<file path="src/rtl/multi_channel_clock_generator.sv">
// Reloadable tick generator (run/halt/single-step) driving N derived-clock channels.
// fpgaTick is registered one cycle after counter==0 or a step edge; no backpressure.
module multi_channel_clock_generator #(
    parameter int NR_OF_CHANNELS  = 4,
    parameter int NR_OF_BITS      = 31,
    parameter int RELOAD_VALUE    = 2147483647,
    parameter int CNT_BITS        = 8,
    parameter int INIT_HIGH_TICKS = 1,
    parameter int INIT_LOW_TICKS  = 1
) (
    input  logic                                                         fpgaGlobalClock,
    input  logic                                                         fpgaGlobalResetN,
    input  logic                                                         run,
    input  logic                                                         step,
    input  logic [NR_OF_BITS-1:0]                                        tickReload,
    input  logic                                                         cfgWrite,
    input  logic [((NR_OF_CHANNELS > 1) ? $clog2(NR_OF_CHANNELS) : 1)-1:0] cfgChannel,
    input  logic [CNT_BITS-1:0]                                          cfgHighTicks,
    input  logic [CNT_BITS-1:0]                                          cfgLowTicks,
    output logic                                                         fpgaTick,
    output logic [5*NR_OF_CHANNELS-1:0]                                  clockBus,
    output logic [NR_OF_CHANNELS-1:0]                                    cfgPending
);

    localparam logic ST_LOW  = 1'b0;
    localparam logic ST_HIGH = 1'b1;

    logic [NR_OF_BITS-1:0] cnt_q, cnt_d;
    logic                  tick_q, tick_d;
    logic                  step_q;

    always_comb begin
        cnt_d  = cnt_q;
        tick_d = 1'b0;
        if (run) begin
            if (cnt_q == '0) begin
                cnt_d  = tickReload;
                tick_d = 1'b1;
            end else begin
                cnt_d = cnt_q - NR_OF_BITS'(1);
            end
        end else if (step && !step_q) begin
            tick_d = 1'b1;
        end
    end

    always_ff @(posedge fpgaGlobalClock or negedge fpgaGlobalResetN) begin
        if (!fpgaGlobalResetN) begin
            cnt_q  <= NR_OF_BITS'(RELOAD_VALUE);
            tick_q <= 1'b0;
            step_q <= 1'b0;
        end else begin
            cnt_q  <= cnt_d;
            tick_q <= tick_d;
            step_q <= step;
        end
    end

    assign fpgaTick = tick_q;

    // A zero count would stall the phase counter, so writes are clamped to one tick.
    logic [CNT_BITS-1:0] cfg_hi, cfg_lo;
    assign cfg_hi = (cfgHighTicks == '0) ? CNT_BITS'(1) : cfgHighTicks;
    assign cfg_lo = (cfgLowTicks  == '0) ? CNT_BITS'(1) : cfgLowTicks;

    for (genvar c = 0; c < NR_OF_CHANNELS; c++) begin : g_ch
        logic                state_q, state_d;
        logic [CNT_BITS-1:0] phase_q, phase_d;
        logic [CNT_BITS-1:0] act_hi_q, act_hi_d, act_lo_q, act_lo_d;
        logic [CNT_BITS-1:0] sh_hi_q, sh_hi_d, sh_lo_q, sh_lo_d;
        logic                pend_q, pend_d;
        logic                last_tick;
        logic                wr_sel;

        assign last_tick = (phase_q == CNT_BITS'(1));
        assign wr_sel    = cfgWrite && (int'(cfgChannel) == c);

        always_comb begin
            state_d  = state_q;
            phase_d  = phase_q;
            act_hi_d = act_hi_q;
            act_lo_d = act_lo_q;
            sh_hi_d  = sh_hi_q;
            sh_lo_d  = sh_lo_q;
            pend_d   = pend_q;
            if (tick_q) begin
                if (last_tick) begin
                    if (state_q == ST_HIGH) begin
                        state_d = ST_LOW;
                        phase_d = act_lo_q;
                    end else begin
                        state_d = ST_HIGH;
                        if (pend_q) begin
                            act_hi_d = sh_hi_q;
                            act_lo_d = sh_lo_q;
                            phase_d  = sh_hi_q;
                            pend_d   = 1'b0;
                        end else begin
                            phase_d = act_hi_q;
                        end
                    end
                end else if (phase_q > CNT_BITS'(1)) begin
                    phase_d = phase_q - CNT_BITS'(1);
                end
            end
            // A write coinciding with the transfer lands after it and keeps pending set.
            if (wr_sel) begin
                sh_hi_d = cfg_hi;
                sh_lo_d = cfg_lo;
                pend_d  = 1'b1;
            end
        end

        always_ff @(posedge fpgaGlobalClock or negedge fpgaGlobalResetN) begin
            if (!fpgaGlobalResetN) begin
                state_q  <= ST_HIGH;
                phase_q  <= CNT_BITS'(INIT_HIGH_TICKS);
                act_hi_q <= CNT_BITS'(INIT_HIGH_TICKS);
                act_lo_q <= CNT_BITS'(INIT_LOW_TICKS);
                sh_hi_q  <= CNT_BITS'(INIT_HIGH_TICKS);
                sh_lo_q  <= CNT_BITS'(INIT_LOW_TICKS);
                pend_q   <= 1'b0;
            end else begin
                state_q  <= state_d;
                phase_q  <= phase_d;
                act_hi_q <= act_hi_d;
                act_lo_q <= act_lo_d;
                sh_hi_q  <= sh_hi_d;
                sh_lo_q  <= sh_lo_d;
                pend_q   <= pend_d;
            end
        end

        assign clockBus[5*c +: 5] = {tick_q,
                                     tick_q & (state_q == ST_HIGH) & last_tick,
                                     tick_q & (state_q == ST_LOW) & last_tick,
                                     ~state_q,
                                     state_q};
        assign cfgPending[c] = pend_q;
    end

endmodule

</file>
<file path="config.mk">
export PLATFORM = sky130hd
export DESIGN_NAME = multi_channel_clock_generator
export DESIGN_NICKNAME = d
export VERILOG_FILES = /design/src/rtl/multi_channel_clock_generator.sv
export SDC_FILE = /design/constraint.sdc
export NUM_CORES = 1
export LEC_CHECK = 0
export BUFFER_PORTS_ARGS = -buffer_cell sky130_fd_sc_hd__buf_2
export CAP_MARGIN = 0
export CORE_UTILIZATION = 35
export DETAILED_ROUTE_END_ITERATION = 8
export GPL_ROUTABILITY_DRIVEN = 0
export GPL_TIMING_DRIVEN = 1
export PLACE_DENSITY_LB_ADDON = 0.05
export SYNTH_ARGS = -nofsm -noshare
export SYNTH_HDL_FRONTEND = slang
export SYNTH_SLANG_ARGS = --single-unit
</file>
<file path="constraint.sdc">
create_clock -name fpgaGlobalClock -period 3.5 [get_ports fpgaGlobalClock]
set_input_delay 0.175 -clock fpgaGlobalClock [delete_from_list [all_inputs] [get_ports fpgaGlobalClock]]
set_output_delay 0.175 -clock fpgaGlobalClock [all_outputs]
set_load 0.1 [all_outputs]
</file>
==> results of run 1 <==
[critical path: cells and delay by family, from the launching register on]
kind / cells / cell delay, ns
buffers and inverters: 1 / 0.44
flip-flops: 1 / 0.57
AND/OR/NAND/NOR: 4 / 1.14
adder cells (fa/ha/maj): 1 / 0.17
[logic make-up after synthesis]
logic type	after synthesis	share of synthesized area [%]
and+or+nand+nor	247	12.2
AOI/OAI and AO/OA	204	13.5
DFF	201	50.9
muxes	158	17.3
buffers and inverters	97	4.53
adders and majority gates	10	1.25
xor gates and xnor gates	4	0.349
[sequential cells by signal, summed over array words and instances, names as in the netlist]
signal and count:
cnt_q 31, fpgaTick 1, g_ch.act_hi_q 32, g_ch.act_lo_q 32
g_ch.pend_q 4, g_ch.phase_q 32, g_ch.sh_hi_q 32, g_ch.sh_lo_q 32
g_ch.state_q 4, step_q 1
[worst min path at each step]
stage,slack (ns),startpoint,cells after the start,endpoint
global route,0.003,cfgHighTicks[4],2,g_ch[0].sh_hi_q[4]
finish,0.03,cfgHighTicks[0],3,g_ch[0].sh_hi_q[0]
global placement,0.28,fpgaGlobalResetN,1,g_ch[3].phase_q[1]
detailed placement,0.28,fpgaGlobalResetN,1,g_ch[3].phase_q[1]
CTS,0.003,cfgHighTicks[4],2,g_ch[0].sh_hi_q[4]
floorplan,-0.12,fpgaGlobalResetN,0,fpgaTick
[synthesized netlist by cell type, types with 27 or more instances]
library cell    n
dfstp_2        55
a22oi_1        27
nand2_1        69
nor2_1         68
mux2i_1        38
o21ai_0        70
inv_1          35
dfrtp_1       146
a21oi_1        28
nor3_1         31
mux2_2        120
clkbuf_1       36
[final cells by class]
cell class | instances | area (µm²)
Fill cell | 2772 | 16000
Sequential cell | 201 | 5100
Multi-Input combinational cell | 623 | 4500
Timing Repair Buffer | 129 | 875
Clock buffer | 35 | 743
Tap cell | 378 | 473
Clock inverter | 9 | 195
Inverter | 37 | 139
[power by group]
group | switching [µW] | internal (µW) | total (µW)
registers | 181 | 2590 | 2770
clock network | 991 | 1910 | 2900
logic | 324 | 287 | 611
total | 1500 | 4780 | 6280
[metrics by stage]
| stage | hold WS, ns | power, µW |
|---|---|---|
| 3_3_place_gp | 0.280 | 3400 |
| 2_1_floorplan | -0.121 | 3140 |
| 3_5_place_dp | 0.281 | 3400 |
| 4_1_cts | 0.00305 | 6380 |
| 6_report | 0.0251 | 6280 |
| 5_1_grt | 0.00278 | 6560 |
[metal layers]
metal / vias to the layer above / global-route usage (%)
li1: 3554 / -
met1: 3572 / 24.2
met2: 106 / 28.3
met3: 29 / 2.25
met4: 0 / 3.49
met5: - / 0
==> metrics.md, run 1 <==
| Metric | Value |
|---|---|
| Worst skew pair latency | 0.51 ns |
| Hold Buf Count CTS | 32 |
| Share of post-route cells with drive strength above 1 | 32.3% |
| Area of the die | between 20000 and 30000 µm² |
| Most frequent cells in the layout | dfrtp_1, mux2_2, buf_2 |
| Clock slew at reported path FFs | roughly 0.060 ns |
| CTS buffer count | 24 |
| R2R Path End | g_ch[0].act_hi_q[3] |
| Final setup violation count | 0 |
| Netlist cell types | 64 |
| Final ANT Viol Nets | 0 |
| DR WL/cell | between 15 and 20 µm |
| Chip Height | 171 µm |
| EDFF count, synth | 0 |
| Vias in the first global route | ~7000 |
| Setup TNS | 0 ns |
| Cell Rows | about 60 |
| Worst reg2reg path startpoint | g_ch[0].phase_q[0] |
| Worst r2r path cells | 4 |
| DR top layer | met4 |
| Placed Cells incl. Taps | 1336 |
| Critical path arrival | 2.84 ns |
| Power Density | 522 nW/µm² |
| Commonest non-fill, non-tap cell in the layout | dfrtp_1 |
| M1 WL | roughly 12000 µm |
| Pre-CTS WS | 0.928 ns |
| CP Capture Type | output pin |
| CTS Root Cell | clkbuf_16 |
| Final Max Tran Viols | 0 |
| Synthesized cell area | around 10000 µm² |
| Slowest library cell on the worst path | dfstp_2 |
| Total routing usage reported by global routing | 17.2% |
| Largest net degree at the start of global routing | 85 |
| Net Count, Synth | 985 |
| # H-tree levels | 1 |
| Worst IR drop on VDD | 312 µV |
| Primary FF master, synth | dfrtp_1 |
| Worst rel slew slack | 35.6% |
| Ports | 79 |
| CTS tree | done |
| Die width | 171 µm |
| First-pass GRT wire length | 39600 µm |
| Leak | 0.00555 µW |
| # DRC | 0 |
| Reg2Reg Setup Slack | 0.93 ns |
| Crit-path max FO | 13 |
| Design area | 12000 µm² |
| CP Capture Point | clockBus[2] |
| Post CTS Setup Buffer Count | 0 |
| MaxCap Viol Count | 0 |
| Max Clock Freq | 332 MHz |
| Worst Slack Setup Final | 0.487 ns |
| Worst slew pin tran | 0.963 ns |
| Skew final | 0.00752 ns |
| Non-Filler Instances | around 1400 |
| Total global routing overflow | 0 |
| Final Hold Fails | 0 |
| CP Data Required Time | 3.32 ns |
| Via count | 7261 |
| Area of placed instances | 10800 µm² |
| Min Tclk post-route | roughly 3.0 ns |
| Synth-to-Final Area Change | 19.9% |
| CTS max path bufs | 3 |
| Metal3 WL | 633 µm |
| Port bufs | 78 |
| Yosys top cell by area | dfrtp_1 |
| Worst path cell trace | ha_1 > nor3b_1 > and2_1 > nand2_1 > nor2_1 > buf_2 |
| Top-area cell type share of the netlist area | 36.4% |
| Clk sinks | 201 |
| CTS resizes | 0 |
| # nets final | 1080 |
| Mapped Cells | approximately 920 |
| Final period util | 86.1% |
| Drt initial violations | approximately 320 |
| Startpoint types | flip-flop |
| First drt pass iteration count | 4 |
| Crit path largest cell delay | 0.57 ns |
| Sequential area share after synthesis | 50.9% |
| HP Class | in2reg |
| Area contributors post-synth | dfrtp_1, dfstp_2, mux2_2 |
| Initial antenna violation count | 0 |
| Vias per cell | approximately 5.1 |
| Final WL | approximately 25000 µm |
| Routed wire length on met2 | approximately 12000 µm |
| Setup crit start | g_ch[0].phase_q[0] |
| Register bit total from synthesis | 201 |
| Hpwl dp | 16300 µm |
| Avg Inst Size Synth | roughly 11 µm² |
| WS Path Type | reg2out |
| Status | completed |
| Async S/R FF share, synth | between 90% and 100% |
| Ys Warns | 0 |
| Core box area | 28000 µm² |
| Number of diodes | 0 |
| Final core occ | around 43% |
| RSZ-0062 raised after global routing | no |
| Initial Util | 35.8% |
Note: power is estimated with default switching activity, not from simulation.
==> inputs of run 2 (changes only) <==
GPL_TIMING_DRIVEN = 0   (was 1)
RECOVER_POWER = 100   (was not set)
==> metrics.md, run 2 (same netlist as run 1, synthesis figures left out) <==
| Metric | Value |
|---|---|
| Drt initial violations | 463 (was 322) |
| MaxCap Viol Count | 1 (was 0) |
| Final WL | 25700 µm (was 24700 µm) |
| Worst IR drop on VDD | 331 µV (was 312 µV) |
| Leak | 0.00546 µW (was 0.00555 µW) |
| Chip Height | 171 µm (unchanged) |
| Pre-CTS WS | 0.473 ns (was 0.928 ns) |
| Status | finished, violations left (was completed) |
| Worst rel slew slack | -96.1% (was 35.6%) |
| Initial antenna violation count | 0 (unchanged) |
| Worst r2r path cells | 7 (was 4) |
| HP Class | in2reg (unchanged) |
| Share of post-route cells with drive strength above 1 | 27.8% (was 32.3%) |
| Critical path arrival | 3.05 ns (was 2.84 ns) |
| # nets final | 1122 (was 1080) |
| Metal3 WL | 865 µm (was 633 µm) |
| Most frequent cells in the layout | dfrtp_1, mux2_2, clkbuf_1 (was dfrtp_1, mux2_2, buf_2) |
| Synth-to-Final Area Change | 19.6% (was 19.9%) |
| Worst skew pair latency | 0.52 ns (was 0.51 ns) |
| RSZ-0062 raised after global routing | no (unchanged) |
| Failing checks | max-capacitance violations, max-slew violations |
| Crit-path max FO | 10 (was 13) |
| Port bufs | 78 (unchanged) |
| Commonest non-fill, non-tap cell in the layout | dfrtp_1 (unchanged) |
| CP Data Required Time | 3.32 ns (about the same) |
| Final core occ | 42.8% (was 42.9%) |
| CTS buffer count | 25 (was 24) |
| Clk sinks | 201 (unchanged) |
| CTS max path bufs | 3 (unchanged) |
| M1 WL | 12000 µm (about the same) |
| Post CTS Setup Buffer Count | 0 (unchanged) |
| Skew final | 0.0112 ns (was 0.00752 ns) |
| Total global routing overflow | 0 (unchanged) |
| Final Max Tran Viols | 111 (was 0) |
| DR WL/cell | 17.7 µm (was 17.5 µm) |
| CTS Root Cell | clkbuf_16 (unchanged) |
| Vias per cell | 5.10 (was 5.14) |
| First drt pass iteration count | 4 (unchanged) |
| # fillers | 2763 (was 2772) |
| Final Hold Fails | 0 (unchanged) |
| Final setup violation count | 0 (unchanged) |
| Power Density | 497 nW/µm² (was 522 nW/µm²) |
| CP Capture Type | output pin (unchanged) |
| Total routing usage reported by global routing | 18.1% (was 17.2%) |
| Cell Rows | 61 (unchanged) |
| Min Tclk post-route | 3.23 ns (was 3.01 ns) |
| Worst Slack Setup Final | 0.272 ns (was 0.487 ns) |
| Worst slew pin tran | 2.94 ns (was 0.963 ns) |
| Startpoint types | flip-flop (unchanged) |
| Setup TNS | 0 ns (unchanged) |
| Largest net degree at the start of global routing | 112 (was 85) |
| Number of diodes | 0 (unchanged) |
| Via count | 7416 (was 7261) |
| Routed wire length on met2 | 12300 µm (was 11700 µm) |
| # DRC | 0 (unchanged) |
| # H-tree levels | 1 (unchanged) |
| Max Clock Freq | 310 MHz (was 332 MHz) |
| Total power | 5970 µW (was 6280 µW) |
| CTS tree | done (unchanged) |
| Vias in the first global route | 7299 (was 6984) |
| Final ANT Viol Nets | 0 (unchanged) |
| Ports | 79 (unchanged) |
| DR top layer | met4 (unchanged) |
| WS Path Type | reg2out (unchanged) |
| Area of the die | 29300 µm² (unchanged) |
| Die width | 171 µm (unchanged) |
| Core box area | 28000 µm² (unchanged) |
| First-pass GRT wire length | 41100 µm (was 39600 µm) |
| Clock slew at reported path FFs | 0.06 ns (about the same) |
| Initial Util | 35.8% (unchanged) |
| Final period util | 92.2% (was 86.1%) |
| Worst hold stages | 3 (unchanged) |
| Hpwl dp | 17600 µm (was 16300 µm) |
[run 2: cell type report]
class | count | area (µm²) | share of cell area [%]
buffer | 60 | 280 | 2.34
clock buffer | 36 | 717 | 5.98
clock inverter | 10 | 111 | 0.929
tap | 378 | 473 | 3.94
timing repair buffer | 110 | 703 | 5.86
inverter | 37 | 139 | 1.16
multi-input combinational | 623 | 4470 | 37.3
sequential | 201 | 5100 | 42.5
[run 2: worst paths after layout]
check | start | endpoint | slack (ns)
max reg2reg | g_ch[1].phase_q[0] | g_ch[1].act_hi_q[3] | 0.41
max in group asynchronous | fpgaGlobalResetN | g_ch[2].phase_q[1] | 0.63
min in group asynchronous | fpgaGlobalResetN | g_ch[3].phase_q[7] | 1.15
min reg2reg | g_ch[3].sh_lo_q[0] | g_ch[3].sh_lo_q[0] | 0.48
max | g_ch[3].phase_q[0] | clockBus[17] | 0.27
min | tickReload[27] | cnt_q[27] | 0.009
[run 2: timing repair]
| item | in CTS | in global routing |
|---|---|---|
| hold buffers | 31 | 0 |
| setup endpoints to repair | 0 | 1 |
| endpoints found under the hold margin | 107 | 0 |
| gates resized for setup | 0 | 1 |
[run 2: report_power, final]
part           leakage (µW)  internal (µW)  switching [µW]
sequential          0.00247           2590             172
combinational       0.00259            285             338
clock              0.000400           1570            1010
total               0.00546           4440            1520
[run 2: through the flow]
stage | hold WS [ns] | cell area, µm² | std cells
6_report | 0.00920 | 12000 | 1455
3_5_place_dp | 0.303 | 10900 | 1378
2_1_floorplan | -0.121 | 10000 | 921
5_1_grt | 0.00821 | 12000 | 1455
4_1_cts | 0.00102 | 12100 | 1455
3_3_place_gp | 0.303 | 10900 | 1377
[run 2: critical path, stage by stage, from the launching register on]
cell      delay (ns)
dfstp_2         0.58
ha_1            0.17
or3b_2          0.49
nor2_1          0.17
clkbuf_1        0.37
nand2_1         0.18
nor2_1          0.21
clkbuf_4        0.36
[run 2: metal layers]
| layer | up-vias | global-route usage, % |
|---|---|---|
| li1 | 3627 | - |
| met1 | 3612 | 24.3 |
| met2 | 138 | 30.6 |
| met3 | 39 | 2.44 |
| met4 | 0 | 4.81 |
| met5 | - | 0 |
